--- src/rtl/control_unit.sv ---
// control_unit: multicycle controller for the 8-bit CPU datapath.
// Sequences fetch/decode, register ALU ops, LDM/STM through TR, and jumps.
`default_nettype none

module control_unit (
    input  logic       clk,
    input  logic       rst,
    input  logic [3:0] IrToCU,
    input  logic [4:0] DiToCU,
    input  logic [2:0] CznToCU,
    output logic       pcInc,
    output logic       pcLoadEn,
    output logic       diLoadEn,
    output logic       irWriteEn,
    output logic       trWriteEn,
    output logic       reg1Or2,
    output logic       PcOrTR,
    output logic       regOrMem,
    output logic       RegBOr0,
    output logic       RegAOr0,
    output logic       bRegWriteEn,
    output logic       aRegWriteEn,
    output logic       aluResWriteEn,
    output logic       ldCZN,
    output logic       accumulatorWriteEn,
    output logic       memoryReadEn,
    output logic       memoryWriteEn,
    output logic [1:0] aluOpControl,
    output logic [3:0] stateOut
);

    typedef enum logic [3:0] {
        FETCH   = 4'd0,
        DECODE  = 4'd1,
        RD_B    = 4'd2,
        RD_A    = 4'd3,
        EXEC    = 4'd4,
        WB      = 4'd5,
        LD_MEM  = 4'd6,
        LD_PASS = 4'd7,
        ST_B    = 4'd8,
        ST_PASS = 4'd9,
        ST_MEM  = 4'd10,
        JUMP    = 4'd11
    } state_t;

    state_t state;
    state_t next_state;

    // The register fields in DI are consumed by the datapath, not by the controller.
    logic unused_di;
    assign unused_di = ^DiToCU;

    logic [2:0] opcode;
    assign opcode = IrToCU[3:1];

    always_ff @(posedge clk or negedge rst) begin
        if (!rst) begin
            state <= FETCH;
        end else begin
            state <= next_state;
        end
    end

    assign stateOut = state;

    always_comb begin
        next_state = FETCH;
        case (state)
            FETCH:   next_state = DECODE;
            DECODE: begin
                case (opcode)
                    3'b000:  next_state = LD_MEM;
                    3'b001:  next_state = ST_B;
                    3'b010:  next_state = JUMP;
                    3'b011:  next_state = CznToCU[1] ? JUMP : FETCH;
                    3'b100:  next_state = CznToCU[0] ? JUMP : FETCH;
                    3'b101:  next_state = CznToCU[2] ? JUMP : FETCH;
                    default: next_state = RD_B;
                endcase
            end
            RD_B:    next_state = RD_A;
            RD_A:    next_state = EXEC;
            EXEC:    next_state = WB;
            WB:      next_state = FETCH;
            LD_MEM:  next_state = LD_PASS;
            LD_PASS: next_state = WB;
            ST_B:    next_state = ST_PASS;
            ST_PASS: next_state = ST_MEM;
            ST_MEM:  next_state = FETCH;
            JUMP:    next_state = FETCH;
            default: next_state = FETCH;
        endcase
    end

    // Outputs are decoded from the current state and forced low while reset is held,
    // so an abandoned instruction cannot issue a write after the reset edge.
    always_comb begin
        pcInc              = 1'b0;
        pcLoadEn           = 1'b0;
        diLoadEn           = 1'b0;
        irWriteEn          = 1'b0;
        trWriteEn          = 1'b0;
        reg1Or2            = 1'b0;
        PcOrTR             = 1'b0;
        regOrMem           = 1'b0;
        RegBOr0            = 1'b0;
        RegAOr0            = 1'b0;
        bRegWriteEn        = 1'b0;
        aRegWriteEn        = 1'b0;
        aluResWriteEn      = 1'b0;
        ldCZN              = 1'b0;
        accumulatorWriteEn = 1'b0;
        memoryReadEn       = 1'b0;
        memoryWriteEn      = 1'b0;
        aluOpControl       = 2'b00;
        if (rst) begin
            case (state)
                FETCH: begin
                    PcOrTR       = 1'b1;
                    memoryReadEn = 1'b1;
                    irWriteEn    = 1'b1;
                    pcInc        = 1'b1;
                end
                DECODE: begin
                    if (IrToCU[3:2] == 2'b11) begin
                        diLoadEn = 1'b1;
                    end else begin
                        PcOrTR       = 1'b1;
                        memoryReadEn = 1'b1;
                        trWriteEn    = 1'b1;
                        pcInc        = 1'b1;
                    end
                end
                RD_B: begin
                    regOrMem    = 1'b1;
                    bRegWriteEn = 1'b1;
                end
                RD_A: begin
                    reg1Or2     = 1'b1;
                    aRegWriteEn = 1'b1;
                end
                EXEC: begin
                    aluOpControl  = IrToCU[1:0];
                    aluResWriteEn = 1'b1;
                    ldCZN         = 1'b1;
                end
                WB: begin
                    accumulatorWriteEn = 1'b1;
                end
                LD_MEM: begin
                    memoryReadEn = 1'b1;
                    bRegWriteEn  = 1'b1;
                end
                LD_PASS: begin
                    RegAOr0       = 1'b1;
                    aluResWriteEn = 1'b1;
                    ldCZN         = 1'b1;
                end
                ST_B: begin
                    regOrMem    = 1'b1;
                    bRegWriteEn = 1'b1;
                end
                ST_PASS: begin
                    RegAOr0       = 1'b1;
                    aluResWriteEn = 1'b1;
                end
                ST_MEM: begin
                    memoryWriteEn = 1'b1;
                end
                JUMP: begin
                    pcLoadEn = 1'b1;
                end
                default: begin
                end
            endcase
        end
    end

endmodule

`default_nettype wire

--- config.mk ---
export PLATFORM = sky130hd
export DESIGN_NAME = control_unit
export DESIGN_NICKNAME = d
export VERILOG_FILES = /design/src/rtl/control_unit.sv
export SDC_FILE = /design/constraint.sdc
export NUM_CORES = 1
export LEC_CHECK = 0
export ABC_AREA = 1
export CORE_UTILIZATION = 31
export DETAILED_ROUTE_END_ITERATION = 10
export MAX_ROUTING_LAYER = met4
export PLACE_DENSITY = 0.78
export RECOVER_POWER = 50
export SLEW_MARGIN = 30
export SYNTH_ARGS = -nofsm -noshare
export SYNTH_HDL_FRONTEND = slang
export SYNTH_SLANG_ARGS = --single-unit
--- constraint.sdc ---
create_clock -name clk -period 1.8 [get_ports clk]
set_input_delay 0.36 -clock clk [delete_from_list [all_inputs] [get_ports clk]]
set_output_delay 0.36 -clock clk [all_outputs]
set_load 0.005 [all_outputs]
==> results of run 1 <==
power by group through the flow:
stage               sequential, mW  clock [mW]  combinational [mW]
finish                       0.181       0.129                1.21
global route                 0.186       0.135                1.29
CTS                          0.189       0.122               0.957
detailed placement           0.170           0               0.897
global placement             0.169           0               0.874
floorplan                    0.180           0               0.354
cells in the final DEF (no fill, tap or decap), types with 3 or more instances in the layout:
cell type        synthesis  routed
dfrtp_2                  0       3
nor2_2                   1       4
clkbuf_2                 0       5
nor2_4                   1       5
nand2_2                  1       5
nand2_1                 18      13
clkbuf_4                 0       3
buf_4                    3      29
inv_2                    1       3
nand3_1                  7       6
inv_1                    9       5
buf_2                    0       8
clkdlybuf4s50_1          0       9
nor2_1                  18      11
dlygate4sd2_1            0       5
per-layer routing:
metal,vias up,GRT usage (%)
li1,369,-
met1,358,27.8
met2,31,50.8
met3,7,6.82
met4,0,20.7
met5,-,-
cell type report:
| class | count | area (µm²) | share of cell area (%) |
|---|---|---|---|
| Timing Repair Buffer | 62 | 492 | 47.1 |
| Sequential cell | 4 | 104 | 9.95 |
| Inverter | 11 | 47.5 | 4.56 |
| Clock buffer | 3 | 22.5 | 2.16 |
| Tap cell | 15 | 18.8 | 1.80 |
| Multi-Input combinational cell | 60 | 359 | 34.4 |
path summary, 6_finish.rpt:
check | start | to | slack (ns) | cells after the start
worst max-delay path | stateOut[3] | PcOrTR | -0.06 | 7
min in group clk | IrToCU[3] | stateOut[1] | 0.73 | 6
worst min-delay path | rst | stateOut[0] | 0.29 | 3
worst min register to register | stateOut[0] | stateOut[1] | 0.75 | 3
worst max register to register | stateOut[1] | stateOut[1] | 0.53 | 8
max in group asynchronous | rst | stateOut[1] | 1.38 | 3
cells by family (layout without fill, tap and decap cells):
group	after synthesis	in the layout
compound gates	9	9
buf+inv	14	76
flops	4	4
other cells	1	1
simple gates	50	50
what timing repair did:
item                       CTS  global route
resized for setup           54            37
setup buffers                3             6
pin swaps                    2            10
setup endpoints to repair   18            18
worst min-delay path, delay by kind of cell:
family | cells | cell delay, ns
buf+inv | 3 | 0.52
==> impl_metrics.json, run 1 <==
{
  "drt_iter0_drc": 14,
  "vias": 765,
  "end_kind": "output pin",
  "first_pass_iters": 4,
  "dr_wl_met2_um": 1150,
  "path_buf_inv": 3,
  "yosysTopAreaCellShare_pct": 22.5,
  "peakVddDrop_uv": 918,
  "antenna_found_initial": 0,
  "placed_cells": 143,
  "crit_type": "flip-flop to output pin",
  "synth_common_cells": "nand2_1, nor2_1, inv_1",
  "finalPower_mw": 1.52,
  "overflow": 0,
  "yosysWarnings": 0,
  "cts_sinks": 4,
  "pre_cts_ws_ns": -0.409,
  "yosys.area.top_type": "dfrtp_1",
  "grt_pass1_vias": 704,
  "path_cells": "nor2_1, buf_4, inv_4, nor2_4, nand2_2, a21oi_2, buf_2",
  "status": "finished, violations left",
  "io_buffer_count": 30,
  "nets": 156,
  "power.switching_mw": 0.683,
  "ant_nets": 0,
  "synth_top_family_by_area": "simple AND/OR/NAND/NOR gates",
  "p_per_area_nw_per_um2": 1460,
  "largest_reg_flops": 4,
  "gp_congestion": 0.877,
  "stdcell_area_um2": 1040,
  "finalSetupTns_ns": -0.147,
  "timing.max_cap.violations": 0,
  "cts_buffers": 3,
  "vias_per_cell": 4.94,
  "dr_wl_met3_um": 87,
  "slew_viol_final": 0,
  "avgSynthCellArea_um2": 5.69,
  "coreArea_um2": 1320,
  "synth-adder-area-share_pct": 0,
  "synth_compound_area_share_pct": 12.4,
  "critPathMaxStageDelay_ns": 0.42,
  "rows": 13,
  "synth_fp_nets": 92,
  "ctsHoldBuffers": 0,
  "ys_seq_area_share_pct": 22.5,
  "max_freq_mhz": 538,
  "die_w_um": 39.9,
  "start_kind": "flip-flop",
  "rsz0062_at_grt": "yes",
  "skew_ns": 0.0167,
  "p_leak_nw": 0.565,
  "highest-signal-layer": "met4",
  "cp_max_fo": 4,
  "hp-class": "input pin to async pin",
  "arrival_ns": 1.50,
  "h-tree-depth": 1,
  "diodes": 0,
  "route.layer.met1.wl_um": 811,
  "fin_crit_ns": 1.86,
  "setup_ws_ns": -0.0576,
  "cts_tree": "built",
  "grt_pass1_wl_um": 2860,
  "pwr-share-clk_pct": 8.5,
  "routed_wl_um": 2110,
  "die_h_um": 39.9,
  "path_clk_slew_ns": 0.05,
  "synthArstFlopShare_pct": 100,
  "die_area_um2": 1590,
  "hold_viol": 0,
  "route.detailed.drc": 0,
  "cp_slowest_cell": "dfrtp_2",
  "swShare_pct": 44.8,
  "post_dp_cell_area_um2": 913,
  "dp_hpwl_um": 1350,
  "finalSetupViolCount": 4,
  "finalHoldWorstSlack_ns": 0.286,
  "postLayoutCoreUtil_pct": 79.2,
  "synth_area_um2": 444,
  "ys.flop_type": "dfrtp_1",
  "muxShareOfSynthArea_pct": 0,
  "synth_area_leaders": "dfrtp_1, nand2_1, nor2_1, nand3_1, inv_1",
  "layout-drive-gt1-share_pct": 55.7,
  "p_int_mw": 0.841,
  "area_growth_pct": 135,
  "wire_per_inst_um": 13.6,
  "fin_crit_sh_pct": 103,
  "finalNonFillerCells": 155,
  "clockBufferDepth": 2,
  "violations": "setup timing",
  "fillers": 95,
  "track_usage_pct": 29.1,
  "cts-root-buf": "clkbuf_4",
  "synth_edf_count": 0,
  "start_util_pct": 33.7,
  "synth-xor-area-share_pct": 0,
  "pwr-share-comb_pct": 79.6,
  "synthSimpleGateAreaFrac_pct": 49.9,
  "ys_seq_elements": 4,
  "clkLatencyLatePin_ns": 0.26,
  "ioPinCount": 37,
  "seqPwrFrac_pct": 11.9,
  "crit_required_ns": 1.44,
  "grt_max_degree": 10,
  "synth_cells": 78,
  "critPathTopFamily": "flip-flops",
  "ys_types": 21
}
No activity file was read; power rests on OpenSTA's default activity.
==> run 2, diff against run 1 <==
Settings changed: CORE_AREA from default to 2 2 39 41, CORE_UTILIZATION 31 to default, DIE_AREA from default to 0 0 41 43, DONT_BUFFER_PORTS from default to 1, PLACE_DENSITY 0.78 to 0.47.
==> impl_metrics.json, run 2 (same netlist as run 1, synthesis figures left out) <==
{
  "status": "completed",
  "io_buffer_count": 0,
  "hold_path_depth": 4,
  "r2r_end": "stateOut[1]",
  "ioPinCount": 37,
  "end_kind": "output pin",
  "grt_pass1_wl_um": 1590,
  "rows": 14,
  "cp_max_fo": 7,
  "h-tree-depth": 1,
  "finalHoldWorstSlack_ns": 0.350,
  "arrival_ns": 1.36,
  "ant_nets": 0,
  "cts_sinks": 4,
  "start_util_pct": 32.1,
  "grt_pass1_vias": 395,
  "largest_reg_flops": 4,
  "clkLatencyLatePin_ns": 0.24,
  "die_h_um": 43,
  "finalPower_mw": 0.749,
  "timing.max_cap.violations": 0,
  "hold_viol": 0,
  "nets": 96,
  "holdPathEnd": "stateOut[1]",
  "start_kind": "flip-flop",
  "finalSetupTns_ns": 0,
  "crit_required_ns": 1.44,
  "drt_iter0_drc": 8,
  "gp_congestion": 0.751,
  "final_cell_mix": "nand2_1, nor2_1, inv_1",
  "crit_type": "flip-flop to output pin",
  "r2r_cells": 6,
  "coreArea_um2": 1380,
  "fin_crit_sh_pct": 95.5,
  "cts_tree": "built",
  "die_w_um": 41,
  "setup_ws_ns": 0.0809,
  "peakVddDrop_uv": 502,
  "path_clk_slew_ns": 0.04,
  "slew_viol_final": 0,
  "finalNonFillerCells": 96,
  "max_freq_mhz": 582,
  "skew_ns": 0.00563,
  "dp_hpwl_um": 956,
  "finalSetupViolCount": 0,
  "routed_wl_um": 1200,
  "track_usage_pct": 14.1,
  "first_pass_iters": 4,
  "overflow": 0,
  "diodes": 0,
  "placed_cells": 92,
  "route.detailed.drc": 0,
  "antenna_found_initial": 0,
  "timing.rr.start": "stateOut[1]",
  "cts-root-buf": "clkbuf_4",
  "postCtsSetupBuffers": 0,
  "multiInputGateArea_um2": 292,
  "vias_per_cell": 5.27,
  "vias": 506,
  "layout_commonest_cell": "nand2_1",
  "hp-start": "IrToCU[3]",
  "p_per_area_nw_per_um2": 1510,
  "rrSetupSlack_ns": 0.67,
  "grt_max_degree": 8,
  "p_leak_nw": 0.243,
  "layout-drive-gt1-share_pct": 17.5,
  "pre_cts_ws_ns": 0.173,
  "cts_buffers": 3,
  "wire_per_inst_um": 12.5,
  "die_area_um2": 1760,
  "regArea_um2": 103,
  "hp-class": "input pin to flip-flop",
  "fin_crit_ns": 1.72,
  "fillers": 171,
  "clockBufferDepth": 2,
  "area_growth_pct": 11.5,
  "rsz0062_at_grt": "no"
}
==> run 2: how the worst max path moves through the flow <==
| stage | to | slack [ns] | from |
|---|---|---|---|
| 2_1_floorplan | pcInc | 0.24 | stateOut[3] |
| 3_3_place_gp | pcInc | 0.18 | stateOut[3] |
| 3_5_place_dp | pcInc | 0.17 | stateOut[3] |
| 4_1_cts | pcInc | 0.009 | stateOut[1] |
| 5_1_grt | regOrMem | 0.03 | stateOut[0] |
| 6_report | regOrMem | 0.08 | stateOut[0] |
==> run 2: critical path, cell delays in order, from the launching register on <==
cell     delay [ns]
dfrtp_2        0.46
nor2_1         0.20
inv_1          0.08
nor2_1         0.13
a21oi_1        0.07
nor2_1         0.16
==> run 2: per-stage QoR <==
step,utilization [%],cell area (µm²)
after global routing,35.8,495
final,35.8,495
after global placement,32.5,449
after floorplan,-,444
after CTS,35.3,488
after detailed placement,32.5,449
==> run 2: per-layer routing <==
metal  vias to the layer above  global-route usage [%]  wire length [µm]
li1                        256                       -                 -
met1                       226                    15.5               536
met2                        22                    22.5               544
met3                         2                    4.19               102
met4                         0                    6.00                16
met5                         -                       -                 0
==> run 2: what timing repair did <==
action                     CTS  global route
setup endpoints to repair    3             6
hold buffers                 1             0
resized for setup            2             6
hold endpoints to repair     4             0
==> run 2: final cells by class <==
| class | instances | area share, % |
|---|---|---|
| timing repair buffer | 2 | 3.54 |
| sequential | 4 | 20.7 |
| inverter | 11 | 8.33 |
| tap | 16 | 4.04 |
| clock buffer | 3 | 4.55 |
| multi-input combinational | 60 | 58.8 |
==> run 2: power by group <==
group	switching, mW	internal (mW)	leakage (nW)	total [mW]
combinational	0.292	0.134	0.181	0.426
clock	0.0424	0.0750	0.0138	0.117
sequential	0.0733	0.132	0.0486	0.206
total	0.408	0.342	0.243	0.749
